==> src/rtl/branch_predictor_bht.sv <==
// branch_predictor_bht
//   IF-stage branch predictor. A direct-mapped table of saturating counters
//   sits alongside a tagged branch target buffer. When GHR_W > 0 the table
//   index is gshare-style: the PC index field XOR the global history.
//
// Ports
//   clk, rst          rising-edge clock; asynchronous active-low reset
//   pred_pc_i         fetch PC to look up (combinational, zero latency)
//   pred_hit_o        BTB entry valid and tag matches
//   pred_taken_o      predict taken (hit and counter MSB set)
//   pred_target_o     predicted target, 0 on a miss
//   upd_valid_i       resolved branch reported this cycle
//   upd_pc_i          PC of the resolved branch
//   upd_taken_i       actual direction
//   upd_target_i      actual taken target
//   upd_mispred_i     EX saw a mispredict (sampled only with upd_valid_i)
//   ghr_o             global history register (held at 0 when GHR_W = 0)
//   mispred_cnt_o     saturating mispredict count
module branch_predictor_bht #(
  parameter int PC_W    = 32,
  parameter int ENTRIES = 64,
  parameter int CNT_W   = 2,
  parameter int GHR_W   = 0,
  parameter int TAG_W   = 8
) (
  input  logic                                  clk,
  input  logic                                  rst,
  input  logic [PC_W-1:0]                       pred_pc_i,
  output logic                                  pred_hit_o,
  output logic                                  pred_taken_o,
  output logic [PC_W-1:0]                       pred_target_o,
  input  logic                                  upd_valid_i,
  input  logic [PC_W-1:0]                       upd_pc_i,
  input  logic                                  upd_taken_i,
  input  logic [PC_W-1:0]                       upd_target_i,
  input  logic                                  upd_mispred_i,
  output logic [((GHR_W > 0) ? GHR_W : 1)-1:0]  ghr_o,
  output logic [31:0]                           mispred_cnt_o
);

  localparam int IDX_W = $clog2(ENTRIES);
  localparam int GW    = (GHR_W > 0) ? GHR_W : 1;

  localparam logic [CNT_W-1:0] CNT_MAX = '1;
  localparam logic [CNT_W-1:0] CNT_WT  = CNT_W'(1 << (CNT_W - 1));
  localparam logic [CNT_W-1:0] CNT_WNT = CNT_W'((1 << (CNT_W - 1)) - 1);

  logic             valid_q  [ENTRIES];
  logic [TAG_W-1:0] tag_q    [ENTRIES];
  logic [PC_W-1:0]  target_q [ENTRIES];
  logic [CNT_W-1:0] cnt_q    [ENTRIES];

  logic [GW-1:0]    ghr_q;
  logic [GW-1:0]    ghr_next;
  logic [IDX_W-1:0] ghr_ext;
  logic [31:0]      mispred_q;

  logic [IDX_W-1:0] pred_idx;
  logic [TAG_W-1:0] pred_tag;
  logic [IDX_W-1:0] upd_idx;
  logic [TAG_W-1:0] upd_tag;
  logic             upd_hit;
  logic [CNT_W-1:0] upd_cnt;

  // Only the index and tag fields of each PC matter; the rest is sunk here.
  logic unused_pc_bits;
  assign unused_pc_bits = ^{pred_pc_i, upd_pc_i};

  generate
    if (GHR_W > 1) begin : g_ghr_multi
      assign ghr_ext  = IDX_W'(ghr_q);
      assign ghr_next = {ghr_q[GHR_W-2:0], upd_taken_i};
    end else if (GHR_W == 1) begin : g_ghr_one
      assign ghr_ext  = IDX_W'(ghr_q);
      assign ghr_next = upd_taken_i;
    end else begin : g_ghr_none
      // Pure bimodal: history never shifts and never reaches the index.
      assign ghr_ext  = '0;
      assign ghr_next = '0;
    end
  endgenerate

  assign pred_idx = pred_pc_i[IDX_W+1:2] ^ ghr_ext;
  assign pred_tag = pred_pc_i[IDX_W+TAG_W+1:IDX_W+2];
  assign upd_idx  = upd_pc_i[IDX_W+1:2] ^ ghr_ext;
  assign upd_tag  = upd_pc_i[IDX_W+TAG_W+1:IDX_W+2];

  // Lookup reads registered state only, so a same-cycle update is not
  // visible until the following cycle.
  assign pred_hit_o    = valid_q[pred_idx] && (tag_q[pred_idx] == pred_tag);
  assign pred_taken_o  = pred_hit_o && cnt_q[pred_idx][CNT_W-1];
  assign pred_target_o = pred_hit_o ? target_q[pred_idx] : '0;

  assign upd_hit = valid_q[upd_idx] && (tag_q[upd_idx] == upd_tag);
  assign upd_cnt = cnt_q[upd_idx];

  always_ff @(posedge clk or negedge rst) begin
    if (!rst) begin
      for (int i = 0; i < ENTRIES; i++) begin
        valid_q[i]  <= 1'b0;
        tag_q[i]    <= '0;
        target_q[i] <= '0;
        cnt_q[i]    <= CNT_WNT;
      end
      ghr_q     <= '0;
      mispred_q <= '0;
    end else if (upd_valid_i) begin
      ghr_q <= ghr_next;
      if (upd_mispred_i && (mispred_q != 32'hFFFF_FFFF)) begin
        mispred_q <= mispred_q + 32'd1;
      end
      if (upd_hit) begin
        if (upd_taken_i) begin
          if (upd_cnt != CNT_MAX) cnt_q[upd_idx] <= upd_cnt + CNT_W'(1);
          target_q[upd_idx] <= upd_target_i;
        end else if (upd_cnt != '0) begin
          cnt_q[upd_idx] <= upd_cnt - CNT_W'(1);
        end
      end else if (upd_taken_i) begin
        // Allocate on a taken miss, evicting whatever shared the index.
        valid_q[upd_idx]  <= 1'b1;
        tag_q[upd_idx]    <= upd_tag;
        target_q[upd_idx] <= upd_target_i;
        cnt_q[upd_idx]    <= CNT_WT;
      end
    end
  end

  assign ghr_o         = ghr_q;
  assign mispred_cnt_o = mispred_q;

endmodule

==> config.mk <==
export PLATFORM = sky130hd
export DESIGN_NAME = branch_predictor_bht
export DESIGN_NICKNAME = d
export VERILOG_FILES = /design/src/rtl/branch_predictor_bht.sv
export SDC_FILE = /design/constraint.sdc
export NUM_CORES = 2
export LEC_CHECK = 0
export CAP_MARGIN = 5
export CORE_ASPECT_RATIO = 2
export CORE_MARGIN = 4
export CORE_UTILIZATION = 28
export DETAILED_ROUTE_END_ITERATION = 7
export GPL_TIMING_DRIVEN = 0
export MAX_ROUTING_LAYER = met4
export PLACE_DENSITY = 0.5
export SLEW_MARGIN = 20
export SYNTH_ARGS = -nofsm -noshare
export SYNTH_HDL_FRONTEND = slang
export SYNTH_SLANG_ARGS = --single-unit
==> constraint.sdc <==
create_clock -name clk -period 7.75 [get_ports clk]
set_input_delay 1.55 -clock clk [delete_from_list [all_inputs] [get_ports clk]]
set_output_delay 1.55 -clock clk [all_outputs]
set_load 0.05 [all_outputs]
# Word level (Yosys, flattened, before mapping)
# Index checks and enable logic that the tools add are counted.
# Widths: inputs -> output; s select.
[word_totals]
regBits = 2784
output_inout_bits = 67
elab_cells = 326
inputBits = 101
[op_classes]
order_cmp = 3
bitwise = 7
mux = 39
n_eq_ne = 5
reduce_logical = 12
add_sub_neg = 3
[ops]
columns = ["op", "count"]
rows = [
  ["$bwmux 2048", 1],
  ["$mux 128", 5],
  ["$bwmux 512", 1],
  ["$bwmux 128", 2],
  ["$bmux 32 s6", 1],
  ["$demux 32 s6", 1],
  ["$mux 32", 4],
  ["$or 64x64->64", 2],
  ["$bmux 8 s6", 2],
  ["$and 64x64->64", 1],
  ["$not 64->64", 1],
  ["$demux 8 s6", 1],
  ["$mux 8", 5],
  ["$add 32x1->32 const B", 1],
  ["$ne 32x32->1 const B", 1],
  ["$bmux 2 s6", 2],
  ["$eq 8x8->1", 2],
  ["$ge 7x7->1 const B", 2],
  ["$not 6->7", 2],
  ["$bmux 1 s6", 2],
  ["$demux 2 s6", 1],
  ["$mux 2", 5],
  ["$lt 7x1->1 const B", 1],
  ["$demux 1 s6", 1],
  ["11 further kinds", 22],
]

# Logic depth before layout (Yosys ltp)
[depth]
depth_word = 9
depth_mapped = 21
depth_no_buf = 14

# Least setup slack after synthesis
# No wires, ideal clock.
[synth_timing]
path_kind = "input to output"
from = "input port pred_pc_i[2]"
to = "output port pred_taken_o"
path_stages = 14
setup_slack_ns = 0.088
required_time_ns = 6.200
arrival_time_ns = 6.112
n_path_buf = 6
cell_sequence = "clkbuf_1 buf_2 buf_1 buf_2 mux4_2 mux4_2 mux2i_1 nor2_1 a21oi_1 xnor2_1 or3_1 clkbuf_1 clkbuf_1 a211oi_1"
[synth_between]
elab_chain_cells = 7
word_cells_on_any_way = 13
classes_between = "eq/ne (1); mux (9); bitwise (1); reduce/logical (2)"
[synth_lines]
columns = ["item", "line", "source"]
rows = [
  ["start, declared", "28", "input logic [PC_W-1:0] pred_pc_i,"],
  ["$not 6->7 (implied by the code) *", "90, 91", ""],
  ["$bmux 8 s6", "90", "assign pred_hit_o = valid_q[pred_idx] && (tag_q[pred_idx] == pred_tag);"],
  ["$mux 8 (implied by the code) (2 in a row)", "90", ""],
  ["$eq 8x8->1", "90", ""],
  ["$logic_and 1x1->1", "90", ""],
  ["$logic_and 1x1->1 *", "91", "assign pred_taken_o = pred_hit_o && cnt_q[pred_idx][CNT_W-1];"],
  ["end, declared", "30", "output logic pred_taken_o,"],
]
# Mark *: on every way between the ends. The rest lies on a longest branch, timed or not. The select of a mux whose other input is x is not followed.

# Final worst setup path
[layout_timing]
from = "input port upd_pc_i[2]"
to = "register cnt_q[17] (netlist name)"
[layout_between]
elab_chain_cells = 9
word_cells_on_any_way = 33
classes_between = "add/sub (2); order compare (2); eq/ne (3); mux (18); bitwise (2); reduce/logical (6)"
[layout_lines]
columns = ["item", "line", "source"]
rows = [
  ["start, declared", "33", "input logic [PC_W-1:0] upd_pc_i,"],
  ["$not 6->7 (implied by the code) *", "n/a", ""],
  ["$bmux 2 s6, or another cell as far along", "95", "assign upd_cnt = cnt_q[upd_idx];"],
  ["$mux 2 (implied by the code) or $logic_and 1x1->1 (tied branches)", "n/a", ""],
  ["$mux 2 (on tied branches)", "n/a", ""],
  ["$sub 2x1->2, or another cell as far along", "117", "cnt_q[upd_idx] <= upd_cnt - CNT_W'(1);"],
  ["$bwmux 128 (on tied branches)", "117, 114", ""],
  ["$mux 128 (on tied branches)", "116, 114", ""],
  ["$mux 128", "113", "if (upd_taken_i) begin"],
  ["$mux 128", "112", "if (upd_hit) begin"],
  ["end signal, assigned by index", "114", "if (upd_cnt != CNT_MAX) cnt_q[upd_idx] <= upd_cnt + CNT_W'(1);"],
  ["end signal, assigned by index", "117", ""],
  ["end, declared", "51", "logic [CNT_W-1:0] cnt_q [ENTRIES];"],
]
# Marks and branches as above.
# A chain may end at the register's enable or synchronous reset.

==> impl_summary.log <==
INFO  metric grt_max_degree = 156
INFO  metric worst_pin_slew = 1.36 ns
INFO  metric violations_in_the_final_reports = negative setup slack
INFO  metric die-area = 0.483 mm²
INFO  metric cts-buffers-inserted = 276
INFO  metric routed_via_density = 5.43
INFO  metric post_synth_fa_ha_maj_area_fraction = 0.0284%
INFO  metric final_common_cell = sky130_fd_sc_hd__dfrtp_1
INFO  metric syn_area_per_cell = 15.6 µm²
INFO  metric yosys_register_bits = 2784
INFO  metric synth-seq-area-share = 52.9%
INFO  metric timing.final.max_slew_violations = 0
INFO  metric floorplan.die.width = 493 µm
INFO  metric final_period_minus_worst_setup_slack = 8.00 ns
INFO  metric top_level_ports = 168
INFO  metric layout_common_cells = sky130_fd_sc_hd__dfrtp_1, sky130_fd_sc_hd__mux2_2, sky130_fd_sc_hd__mux4_2, sky130_fd_sc_hd__clkbuf_1, sky130_fd_sc_hd__clkbuf_16
INFO  metric grt_pass1_wl = 828 mm
INFO  metric fmaxAchievable = 125 MHz
INFO  metric die-height = 979 µm
INFO  metric cpMostUsedCell = sky130_fd_sc_hd__clkbuf_2
INFO  metric num_vias = 84500
INFO  metric fin_ws = -0.247 ns
INFO  metric setup_total_negative_slack = -5.11 ns
INFO  metric power.ir.vdd_worst = 171 µV
INFO  metric fp.coreArea = 0.469 mm²
INFO  metric routed_wl = 615 mm
INFO  metric clock_path_buffers = 4
INFO  metric netlist_area = 0.132 mm²
INFO  metric status = complete, but fails checks
INFO  metric grt_pass1_vias = 92800
INFO  metric worst_slew_margin_rel = 9.39%
INFO  metric worstSetupStartpointType = primary input
INFO  metric pwr_density_cell = 227 mW/mm²
INFO  metric hold_path.class = in2async
INFO  metric synth.distinct_cells = 72
INFO  metric finalNetCount = 9127
INFO  metric synth_simple_gate_area_share = 2.21%
INFO  metric synthXorXnorAreaFrac = 0.305%
INFO  metric critical_path.n_buffers_inverters = 6
INFO  metric unrepaired_setup_endpoints_after_global_routing = false
INFO  metric asyncSetResetFlopFracSynth = 100%
INFO  metric globalRouteOverflowTotal = 0
INFO  metric worstPathRequired = 8.56 ns
INFO  metric r2r_start = tag_q[170]
INFO  metric worstPathArrival = 8.81 ns
INFO  metric postSynth.topFlopCell = sky130_fd_sc_hd__dfrtp_1
INFO  metric finalPower = 0.0355 W
INFO  metric synth.mux.area_fraction = 39.5%
INFO  metric worst_path_largest_cell_delay = 0.72 ns
INFO  metric clock_tree.htree_level_count = 5
INFO  metric crit_chain = clkdlybuf4s50_1 > buf_2 > and3b_1 > clkbuf_2 > clkbuf_2 > a22oi_1 > nand4_1 > nor2_1 > a31oi_1 > a21oi_1 > o2111a_1 > inv_1 > ha_1 > nand3_1 > a211oi_1 > nand3_2 > clkbuf_1 > a32oi_1 > mux2_2
INFO  metric tritoncts = built
INFO  metric clock-sinks = 2784
INFO  metric total_leakage_power = 69.5 nW
INFO  metric setup_viol = 84
INFO  metric gpl.final_weighted_congestion = 1.01
INFO  metric area_delta_synth_final = 18.3%
INFO  metric antenna_violations_before_repair = 60
INFO  metric worst_skew_pair.late_latency = 0.94 ns
INFO  metric hold_viol = 0
INFO  metric synth_compound_gate_area_share = 2.43%
INFO  metric initialDrtViolationCount = 6175
INFO  metric cap_violations = 0
INFO  metric post-dp-hpwl = 480 mm
INFO  metric drive_gt1_share = 53.1%
INFO  metric wire_per_inst = 39.5 µm
INFO  metric clkSlewWorstSetupHoldPaths = 0.06 ns
INFO  metric timing.final.crit_share = 103%
INFO  metric dp_worst_setup_slack = -2.81 ns
INFO  metric crit_path_end_kind = flop
INFO  metric clockRootBuffer = sky130_fd_sc_hd__clkbuf_16
INFO  metric globalRouteTotalUtil = 25.9%
INFO  metric synthesis.instances = 8442
INFO  metric cp_top_family = buffers and inverters
INFO  metric timing.critical_path.slowest_stage_cell = sky130_fd_sc_hd__nand4_1
INFO  metric rrSetupSlack = 2.43 ns
INFO  metric drc_errors = 0
INFO  metric detail-route-antenna-nets = 0
INFO  metric floorplan.rows = 356
INFO  metric initial_utilization = 28.1%
INFO  metric number_of_enable_flip_flop_cells_after_synthesis = 0
INFO  metric port_buffers = 92
INFO  metric largest_family_of_logic_cells_by_synthesized_area = multiplexers
INFO  metric post_dp_cell_area = 0.146 mm²
INFO  metric worst_clock_skew = 0.0656 ns
INFO  metric postSynthNetCount = 8546
INFO  metric cp_max_fo = 10
INFO  metric final_cell_area = 0.156 mm²
INFO  metric synth_warnings = 0
INFO  metric timing.setup.critical_path_class = in2reg
INFO  metric drt-pass1-iter-count = 8
INFO  metric ff2ff_path_depth = 10
INFO  metric rr_endpoint = tag_q[499]
INFO  metric hold_fix_buffers_cts = 0
==> synthesized netlist by cell type, drive strengths merged, types with 19 or more instances <==
master / n / share of area (%)
nand2b: 28 / 0.13
nor2b: 40 / 0.19
o22ai: 39 / 0.18
a22o: 19 / 0.13
nand2: 85 / 0.26
mux4: 903 / 15
or2: 50 / 0.24
nor3: 45 / 0.17
buf: 230 / 0.77
a211oi: 35 / 0.20
nand4: 27 / 0.13
o21ai: 21 / 0.080
dfrtp: 2720 / 52
a32oi: 64 / 0.42
a221oi: 38 / 0.25
mux2i: 110 / 0.83
a21oi: 29 / 0.11
and2: 50 / 0.24
a22oi: 88 / 0.50
xnor2: 33 / 0.22
mux2: 2725 / 23
clkbuf: 649 / 1.8
nor2: 157 / 0.45
dfstp: 64 / 1.3
==> final cells by class <==
cell class / count / area (µm²)
antenna: 57 / 143
buffer: 873 / 4010
clock buffer: 393 / 8080
clock inverter: 98 / 1160
fill: 45500 / 313000
inverter: 16 / 60.1
multi-input combinational: 4763 / 59500
sequential: 2784 / 69700
tap: 6265 / 7840
timing repair buffer: 309 / 5590
==> worst register-to-register path: cells and delay by family, from the launching register on <==
family / cells / cell delay, ns
buf+inv: 1 / 0.38
compound gates: 3 / 1.50
flops: 1 / 0.40
simple gates: 4 / 2.20
mux: 2 / 0.70
==> flip-flops by register name, summed over array words and instances (netlist names) <==
name,flops
cnt_q,128
mispred_cnt_o,32
tag_q,512
target_q,2048
valid_q,64
==> per-stage QoR <==
step	std cells	utilization [%]	hold slack, ns
after global placement	14800	30.0	0.467
after floorplan	8442	-	0.444
after detailed placement	15000	31.1	0.480
after global routing	15500	33.2	0.494
after CTS	15500	33.2	0.456
final	15600	33.3	0.482
==> worst max path at each step <==
| stage | start | endpoint | slack [ns] | cells past startpoint |
|---|---|---|---|---|
| finish | upd_pc_i[2] | cnt_q[17] | -0.25 | 19 |
| global route | pred_pc_i[4] | pred_target_o[7] | 0.001 | 13 |
| detailed placement | pred_pc_i[3] | pred_target_o[22] | -2.81 | 15 |
| global placement | rst | target_q[1808] | -119.06 | 1 |
| floorplan | pred_pc_i[2] | pred_taken_o | 0.09 | 14 |
| CTS | pred_pc_i[2] | pred_target_o[22] | 0.008 | 15 |
==> timing repair <==
action / 4_1_cts / 5_1_grt
pin swaps: 6 / 7
setup endpoints to repair: 702 / 219
gates resized for setup: 259 / 31
gates cloned: 0 / 0
buffers inserted: 11 / 6
==> report_power, final <==
group | internal [W] | switching [W] | total (W)
clock | 0.00792 | 0.00636 | 0.0143
sequential | 0.0157 | 0.000767 | 0.0165
combinational | 0.00217 | 0.00255 | 0.00472
total | 0.0258 | 0.00967 | 0.0355
==> per-layer routing <==
metal  up-vias  global-route usage (%)  part of all wire (%)
li1      33000                       -                     -
met1     45800                    22.0                    29
met2      3597                    45.4                    53
met3      2128                    5.04                   5.1
met4         0                    27.4                    13
met5         -                       -                     0
==> logic make-up (layout without fill, tap and decap cells) <==
| group | after synthesis | in the layout |
|---|---|---|
| other cells | 1 | 58 |
| fa+ha+maj | 3 | 3 |
| buf+inv | 895 | 1689 |
| flops | 2784 | 2784 |
| simple gates | 557 | 557 |
| compound gates | 418 | 418 |
| xor+xnor | 46 | 46 |
| mux | 3738 | 3738 |
No activity file was read; power rests on OpenSTA's default activity.
